`src/rtl/bg_scroll_if.sv`:
```
// Bundle between the VGA/player side (master) and the scroll controller (slave).
interface bg_scroll_if #(
  parameter int ADDR_W = 23
);
  logic              VS;
  logic [15:0]       player_x;
  logic [9:0]        DrawX;
  logic [9:0]        DrawY;
  logic [15:0]       scroll_x;
  logic [ADDR_W-1:0] bg_addr;
  logic              bg_addr_vld;
  logic              frame_tick;

  modport master (
    output VS, player_x, DrawX, DrawY,
    input  scroll_x, bg_addr, bg_addr_vld, frame_tick
  );

  modport slave (
    input  VS, player_x, DrawX, DrawY,
    output scroll_x, bg_addr, bg_addr_vld, frame_tick
  );
endinterface

```
`src/rtl/bg_scroll_ctrl.sv`:
```
// Per-frame camera scroll update (dead zone, capped step, clamp) committed during vsync,
// plus a registered background address sequencer with an accumulated row base.
module bg_scroll_ctrl #(
  parameter int BG_WIDTH   = 3182,
  parameter int SCREEN_W   = 640,
  parameter int SCREEN_H   = 480,
  parameter int MAX_SCROLL = 2542,
  parameter int DEAD_LO    = 200,
  parameter int DEAD_HI    = 400,
  parameter int MAX_STEP   = 8,
  parameter int ADDR_W     = 23
) (
  input  logic         Clk,
  input  logic         Reset,
  bg_scroll_if.slave   bus
);
  localparam logic signed [17:0] DLO_S  = 18'(DEAD_LO);
  localparam logic signed [17:0] DHI_S  = 18'(DEAD_HI);
  localparam logic signed [17:0] STEP_S = 18'(MAX_STEP);
  localparam logic signed [17:0] MAX_S  = 18'(MAX_SCROLL);
  localparam logic [9:0]         SW     = 10'(SCREEN_W);
  localparam logic [9:0]         SH     = 10'(SCREEN_H);
  localparam logic [ADDR_W-1:0]  BGW    = ADDR_W'(BG_WIDTH);

  typedef enum logic [1:0] {RUN, CALC, STEP, CLAMP} state_t;

  state_t             state_q;
  logic               vs_q;
  logic [15:0]        scroll_x_q;
  logic signed [16:0] rel_q;
  logic signed [17:0] nxt_q;
  logic               frame_tick_q;

  logic [ADDR_W-1:0]  row_base_q, row_base_d;
  logic [9:0]         y_q;
  logic               synced_q, synced_d;
  logic [ADDR_W-1:0]  bg_addr_q, bg_addr_d;
  logic               bg_addr_vld_q, bg_addr_vld_d;

  logic               frame_evt;
  logic signed [17:0] rel_x, scroll_s, diff_hi, diff_lo, nxt_d;

  assign frame_evt = vs_q & ~bus.VS;

  // Dead-zone step, evaluated from the registered rel in STEP.
  always_comb begin
    rel_x    = {rel_q[16], rel_q};
    scroll_s = $signed({2'b00, scroll_x_q});
    diff_hi  = rel_x - DHI_S;
    diff_lo  = DLO_S - rel_x;
    nxt_d    = scroll_s;
    if (rel_x > DHI_S)
      nxt_d = scroll_s + ((diff_hi > STEP_S) ? STEP_S : diff_hi);
    else if (rel_x < DLO_S)
      nxt_d = scroll_s - ((diff_lo > STEP_S) ? STEP_S : diff_lo);
  end

  always_ff @(posedge Clk) begin
    if (Reset) begin
      state_q      <= RUN;
      vs_q         <= 1'b1;
      scroll_x_q   <= '0;
      rel_q        <= '0;
      nxt_q        <= '0;
      frame_tick_q <= 1'b0;
    end else begin
      vs_q         <= bus.VS;
      frame_tick_q <= 1'b0;
      case (state_q)
        RUN:   if (frame_evt) state_q <= CALC;
        CALC: begin
          rel_q   <= $signed({1'b0, bus.player_x}) - $signed({1'b0, scroll_x_q});
          state_q <= STEP;
        end
        STEP: begin
          nxt_q   <= nxt_d;
          state_q <= CLAMP;
        end
        CLAMP: begin
          if (nxt_q < 18'sd0)     scroll_x_q <= '0;
          else if (nxt_q > MAX_S) scroll_x_q <= MAX_S[15:0];
          else                    scroll_x_q <= nxt_q[15:0];
          frame_tick_q <= 1'b1;
          state_q      <= RUN;
        end
        default: state_q <= RUN;
      endcase
    end
  end

  // Row 0 takes priority so a fresh reset (y_q=0) still syncs on the first row-0 pixel.
  always_comb begin
    row_base_d = row_base_q;
    synced_d   = synced_q;
    if (bus.DrawY == 10'd0) begin
      row_base_d = '0;
      synced_d   = 1'b1;
    end else if (bus.DrawY == y_q) begin
      row_base_d = row_base_q;
    end else if ({1'b0, bus.DrawY} == ({1'b0, y_q} + 11'd1)) begin
      row_base_d = row_base_q + BGW;
    end else begin
      synced_d   = 1'b0;
    end
    bg_addr_d     = row_base_d + ADDR_W'(bus.DrawX) + ADDR_W'(scroll_x_q);
    bg_addr_vld_d = synced_d && (bus.DrawX < SW) && (bus.DrawY < SH);
  end

  always_ff @(posedge Clk) begin
    if (Reset) begin
      row_base_q    <= '0;
      y_q           <= '0;
      synced_q      <= 1'b0;
      bg_addr_q     <= '0;
      bg_addr_vld_q <= 1'b0;
    end else begin
      row_base_q    <= row_base_d;
      y_q           <= bus.DrawY;
      synced_q      <= synced_d;
      bg_addr_q     <= bg_addr_d;
      bg_addr_vld_q <= bg_addr_vld_d;
    end
  end

  assign bus.scroll_x    = scroll_x_q;
  assign bus.bg_addr     = bg_addr_q;
  assign bus.bg_addr_vld = bg_addr_vld_q;
  assign bus.frame_tick  = frame_tick_q;
endmodule
```
`src/flat_wrapper.sv`:
```
// flat-port wrapper written by rule: the top's interface ports become plain ports
module bg_scroll_ctrl_flat 
#(
  parameter int BG_WIDTH   = 3182,
  parameter int SCREEN_W   = 640,
  parameter int SCREEN_H   = 480,
  parameter int MAX_SCROLL = 2542,
  parameter int DEAD_LO    = 200,
  parameter int DEAD_HI    = 400,
  parameter int MAX_STEP   = 8,
  parameter int ADDR_W     = 23
)
  (Clk, Reset, bus_VS, bus_player_x, bus_DrawX, bus_DrawY, bus_scroll_x, bus_bg_addr, bus_bg_addr_vld, bus_frame_tick);
  bg_scroll_if #(.ADDR_W(ADDR_W)) bus_i ();
  input  logic Clk;
  input  logic Reset;
  input wire logic [$bits(bus_i.VS)-1:0] bus_VS;
  input wire logic [$bits(bus_i.player_x)-1:0] bus_player_x;
  input wire logic [$bits(bus_i.DrawX)-1:0] bus_DrawX;
  input wire logic [$bits(bus_i.DrawY)-1:0] bus_DrawY;
  output wire logic [$bits(bus_i.scroll_x)-1:0] bus_scroll_x;
  output wire logic [$bits(bus_i.bg_addr)-1:0] bus_bg_addr;
  output wire logic [$bits(bus_i.bg_addr_vld)-1:0] bus_bg_addr_vld;
  output wire logic [$bits(bus_i.frame_tick)-1:0] bus_frame_tick;
  assign bus_i.VS = bus_VS;
  assign bus_i.player_x = bus_player_x;
  assign bus_i.DrawX = bus_DrawX;
  assign bus_i.DrawY = bus_DrawY;
  assign bus_scroll_x = bus_i.scroll_x;
  assign bus_bg_addr = bus_i.bg_addr;
  assign bus_bg_addr_vld = bus_i.bg_addr_vld;
  assign bus_frame_tick = bus_i.frame_tick;
  bg_scroll_ctrl #(.BG_WIDTH(BG_WIDTH), .SCREEN_W(SCREEN_W), .SCREEN_H(SCREEN_H), .MAX_SCROLL(MAX_SCROLL), .DEAD_LO(DEAD_LO), .DEAD_HI(DEAD_HI), .MAX_STEP(MAX_STEP), .ADDR_W(ADDR_W)) u_core (.Clk(Clk), .Reset(Reset), .bus(bus_i));
endmodule
```
`config.mk`:
```
export PLATFORM = sky130hd
export DESIGN_NAME = bg_scroll_ctrl_flat
export DESIGN_NICKNAME = d
export VERILOG_FILES = /design/src/rtl/bg_scroll_if.sv /design/src/rtl/bg_scroll_ctrl.sv /design/src/flat_wrapper.sv
export SDC_FILE = /design/constraint.sdc
export NUM_CORES = 1
export LEC_CHECK = 0
export ABC_AREA = 1
export ABC_CLOCK_PERIOD_IN_PS = 6200
export BUFFER_PORTS_ARGS = -buffer_cell sky130_fd_sc_hd__buf_2
export CORE_UTILIZATION = 30
export CTS_CLUSTER_SIZE = 10
export DETAILED_ROUTE_END_ITERATION = 12
export GPL_ROUTABILITY_DRIVEN = 0
export GPL_TIMING_DRIVEN = 0
export PLACE_DENSITY = 0.57
export SYNTH_ARGS = -nofsm -noshare
export SYNTH_HDL_FRONTEND = slang
export SYNTH_SLANG_ARGS = --single-unit
```
`constraint.sdc`:
```
create_clock -name Clk -period 6.2 [get_ports Clk]
set_clock_uncertainty 0.2 [all_clocks]
set_input_delay 1.24 -clock Clk [delete_from_list [all_inputs] [get_ports Clk]]
set_output_delay 1.24 -clock Clk [all_outputs]
set_load 0.1 [all_outputs]
```
==> summary.txt <==
Critical path
  • Worst path arrival time: 5830 ps
  • Crit start category: primary input
  • Worst EP required: 6350 ps
  • Crit path capture type: flop
  • Max Fanout on Critical Path: 10
  • Critical path type: in -> reg

Logic synthesis
  • Mapped Area: 9600 sq um
  • Most frequent cells after synthesis: nand2_1 (309), inv_1 (200), nor2_1 (143), a21oi_1 (132), dfxtp_1 (113)
  • Most common cell in the netlist: nand2_1
  • Synth Flop Type: dfxtp_1
  • Syn. warnings: 0
  • Avg Inst Size Synth: 6.52 sq um
  • Synthesized net count: 1608
  • EDFF count, synth: 0
  • FF+latch count, synth: 113
  • Synth Instances: 1472
  • Post-synth top area share: 0.236
  • Sequential element share of the synthesized area: 0.236
  • Distinct cells, synth: 51
  • Ys async rst share: 0
  • Largest cells by area after synthesis: dfxtp_1 (24%), nand2_1 (12%), ha_1 (11%)
  • Cell taking the most area after synthesis: dfxtp_1

Routing
  • Post-route DRC: 0
  • Antenna viol nets, final: 0
  • Drt wl/cell: 15.1 um
  • Pre-antenna DRT Iters: 5
  • Vias/cell: 5.02
  • DRT iter0 DRCs: 667
  • Detailed-route wire length: 30000 um
  • Via count: 9955

Global route
  • Vias in the first global route: 9240
  • Grt ovf: 0
  • Total GRT Usage: 0.185
  • Largest net degree at the start of global routing: 17
  • Initial antenna violation count: 0
  • First-pass GRT wire length: 47400 um

Clocking
  • H-tree Lvls: 4
  • CTS root buf: clkbuf_16
  • CTS max path bufs: 2
  • Clk_lat worst skew: 420 ps
  • Cts repair resizes: 0
  • TritonCTS clock tree: yes
  • CTS clk-pin slew, worst paths: 60 ps
  • Clock Sinks: 113
  • Hold_buf cts: 0
  • Post-CTS Setup Inserts: 0
  • TritonCTS Buffers: 17

Finish
  • Fin area: 11100 sq um
  • Non-filler cells, final: 1984
  • Synth-to-layout area growth: 15.6%
  • # nets final: 1705
  • Layout cells sized above 1: 0.0992
  • Antenna Cells: 0

Placed design
  • Port bufs: 78
  • Hpwl dp: 24600 um
  • Placed Cells: 1952
  • DP Area: 10500 sq um

STA
  • Slew @ Worst Pin: 820 ps
  • Peak Freq: 176 MHz
  • Worst slew margin: 0.454
  • Setup violators final: 0
  • Final Slew Violations: 0
  • Final Critical Period: 5680 ps
  • Fin crit share: 0.916
  • RSZ-0062 raised after global routing: false
  • Setup_tns: 0 ps
  • Final Hold Fails: 0

Floorplanning
  • Die W: 181 um
  • DIE AREA: 32700 sq um
  • # rows: 65
  • DIE HEIGHT: 181 um
  • Core area: 31600 sq um
  • IO Pins: 80
  • Starting density of the core: 0.304

Power
  • Worst VDD drop: 0.221 mV
  • Leakage: 5.41 nW
  • P per Cell Area: 442 nW/um^2
  • Overall power: 4.91 mW

Worst hold path
  • Hold WC Path Type: reg -> reg

Flow run
  • MaxCap Viol Count: 0

Run status
  • Status: finished clean
-- per-stage QoR --
stage | utilization | hold WS, ps | worst slack [ps]
2_1_floorplan | - | 245 | 1300
3_3_place_gp | 0.333 | 267 | 150
3_5_place_dp | 0.333 | 273 | 103
4_1_cts | 0.352 | 270 | 518
5_1_grt | 0.352 | 293 | 87.5
6_report | 0.352 | 274 | 522
-- logic make-up after synthesis --
family / count (synthesis) / share of synthesized area
buffers and inverters: 244 / 0.0981
xor gates and xnor gates: 61 / 0.0556
muxes: 1 / 0.00104
DFF: 113 / 0.236
and+or+nand+nor: 644 / 0.291
AOI/OAI and AO/OA: 312 / 0.181
adders and majority gates: 97 / 0.137
-- power by group --
| part | internal, mW | total, mW | leakage (nW) | switching, mW |
|---|---|---|---|---|
| clock network | 0.620 | 1.02 | 0.295 | 0.398 |
| registers | 0.850 | 0.965 | 0.922 | 0.116 |
| logic | 0.912 | 2.93 | 4.20 | 2.01 |
-- routing by layer --
layer  up-vias  global-route usage  part of all wire
met5         -                   0                 0
met4         0              0.0526             0.018
met3        36              0.0314             0.052
met2       284               0.316              0.47
met1      4576               0.238              0.46
li1       5059                   -                 -
-- flip-flops by register name (all words and copies together), names as in the netlist, 2 cells and up --
register             count
u_core.bus.bg_addr      23
u_core.rel_q            17
u_core.bus.scroll_x     16
u_core.state_q           2
u_core.y_q              10
u_core.row_base_q       23
u_core.nxt_q            18
-- path summary, 6_finish.rpt --
| check | end | from | cells past startpoint | slack (ps) |
|---|---|---|---|---|
| worst max-delay path | u_core.bus.bg_addr[13] | bus_DrawY[2] | 26 | 520 |
| worst min-delay path | u_core.bus.scroll_x[0] | u_core.nxt_q[0] | 2 | 270 |
| worst max register to register | u_core.bus.bg_addr[13] | u_core.y_q[1] | 26 | 970 |
| worst min register to register | u_core.bus.scroll_x[0] | u_core.nxt_q[0] | 2 | 270 |
-- critical path, cell delays in order --
cell and delay, ps:
buf_2 130, or2_1 220, nand2_1 90, nand2_1 60
nand2_1 70, nand3_1 150, nand3b_1 240, nor2_4 180
clkbuf_2 270, nor2_1 90, nor3_1 440, fa_1 250
ha_1 170, inv_1 60, fa_1 400, o21ai_0 310
nand2_1 90, nand2_1 80, a21oi_1 80, o21ai_0 480
inv_1 90, nor2_1 110, nor2_1 80, o21ai_0 200
o21ai_0 100, a21oi_1 160
-- cell type report --
cell class | instances | area (sq um)
tap | 402 | 503
timing repair buffer | 78 | 390
sequential | 113 | 2260
clock buffer | 19 | 453
fill | 3415 | 20500
clock inverter | 13 | 151
inverter | 209 | 785
buffer | 35 | 158
multi-input combinational | 1115 | 6400
-- cells in the final DEF (no fill, tap or decap), types with 4 or more instances in the layout --
| cell type | count |
|---|---|
| a21o_1 | 7 |
| a21oi_1 | 132 |
| a21oi_2 | 4 |
| a31oi_1 | 11 |
| buf_2 | 86 |
| clkbuf_1 | 23 |
| clkbuf_16 | 17 |
| clkinv_4 | 5 |
| dfxtp_1 | 113 |
| fa_1 | 14 |
| ha_1 | 83 |
| inv_1 | 200 |
| inv_2 | 7 |
| inv_6 | 4 |
| nand2_1 | 309 |
| nand3_1 | 95 |
| nand4_1 | 27 |
| nor2_1 | 143 |
| nor2_2 | 7 |
| nor2_4 | 4 |
| nor3_1 | 35 |
| nor4_1 | 8 |
| o211ai_1 | 11 |
| o21a_1 | 7 |
| o21ai_0 | 112 |
| o21ai_2 | 4 |
| o21bai_1 | 9 |
| xnor2_1 | 17 |
| xor2_1 | 44 |
Power figures use the tool's default switching activity.
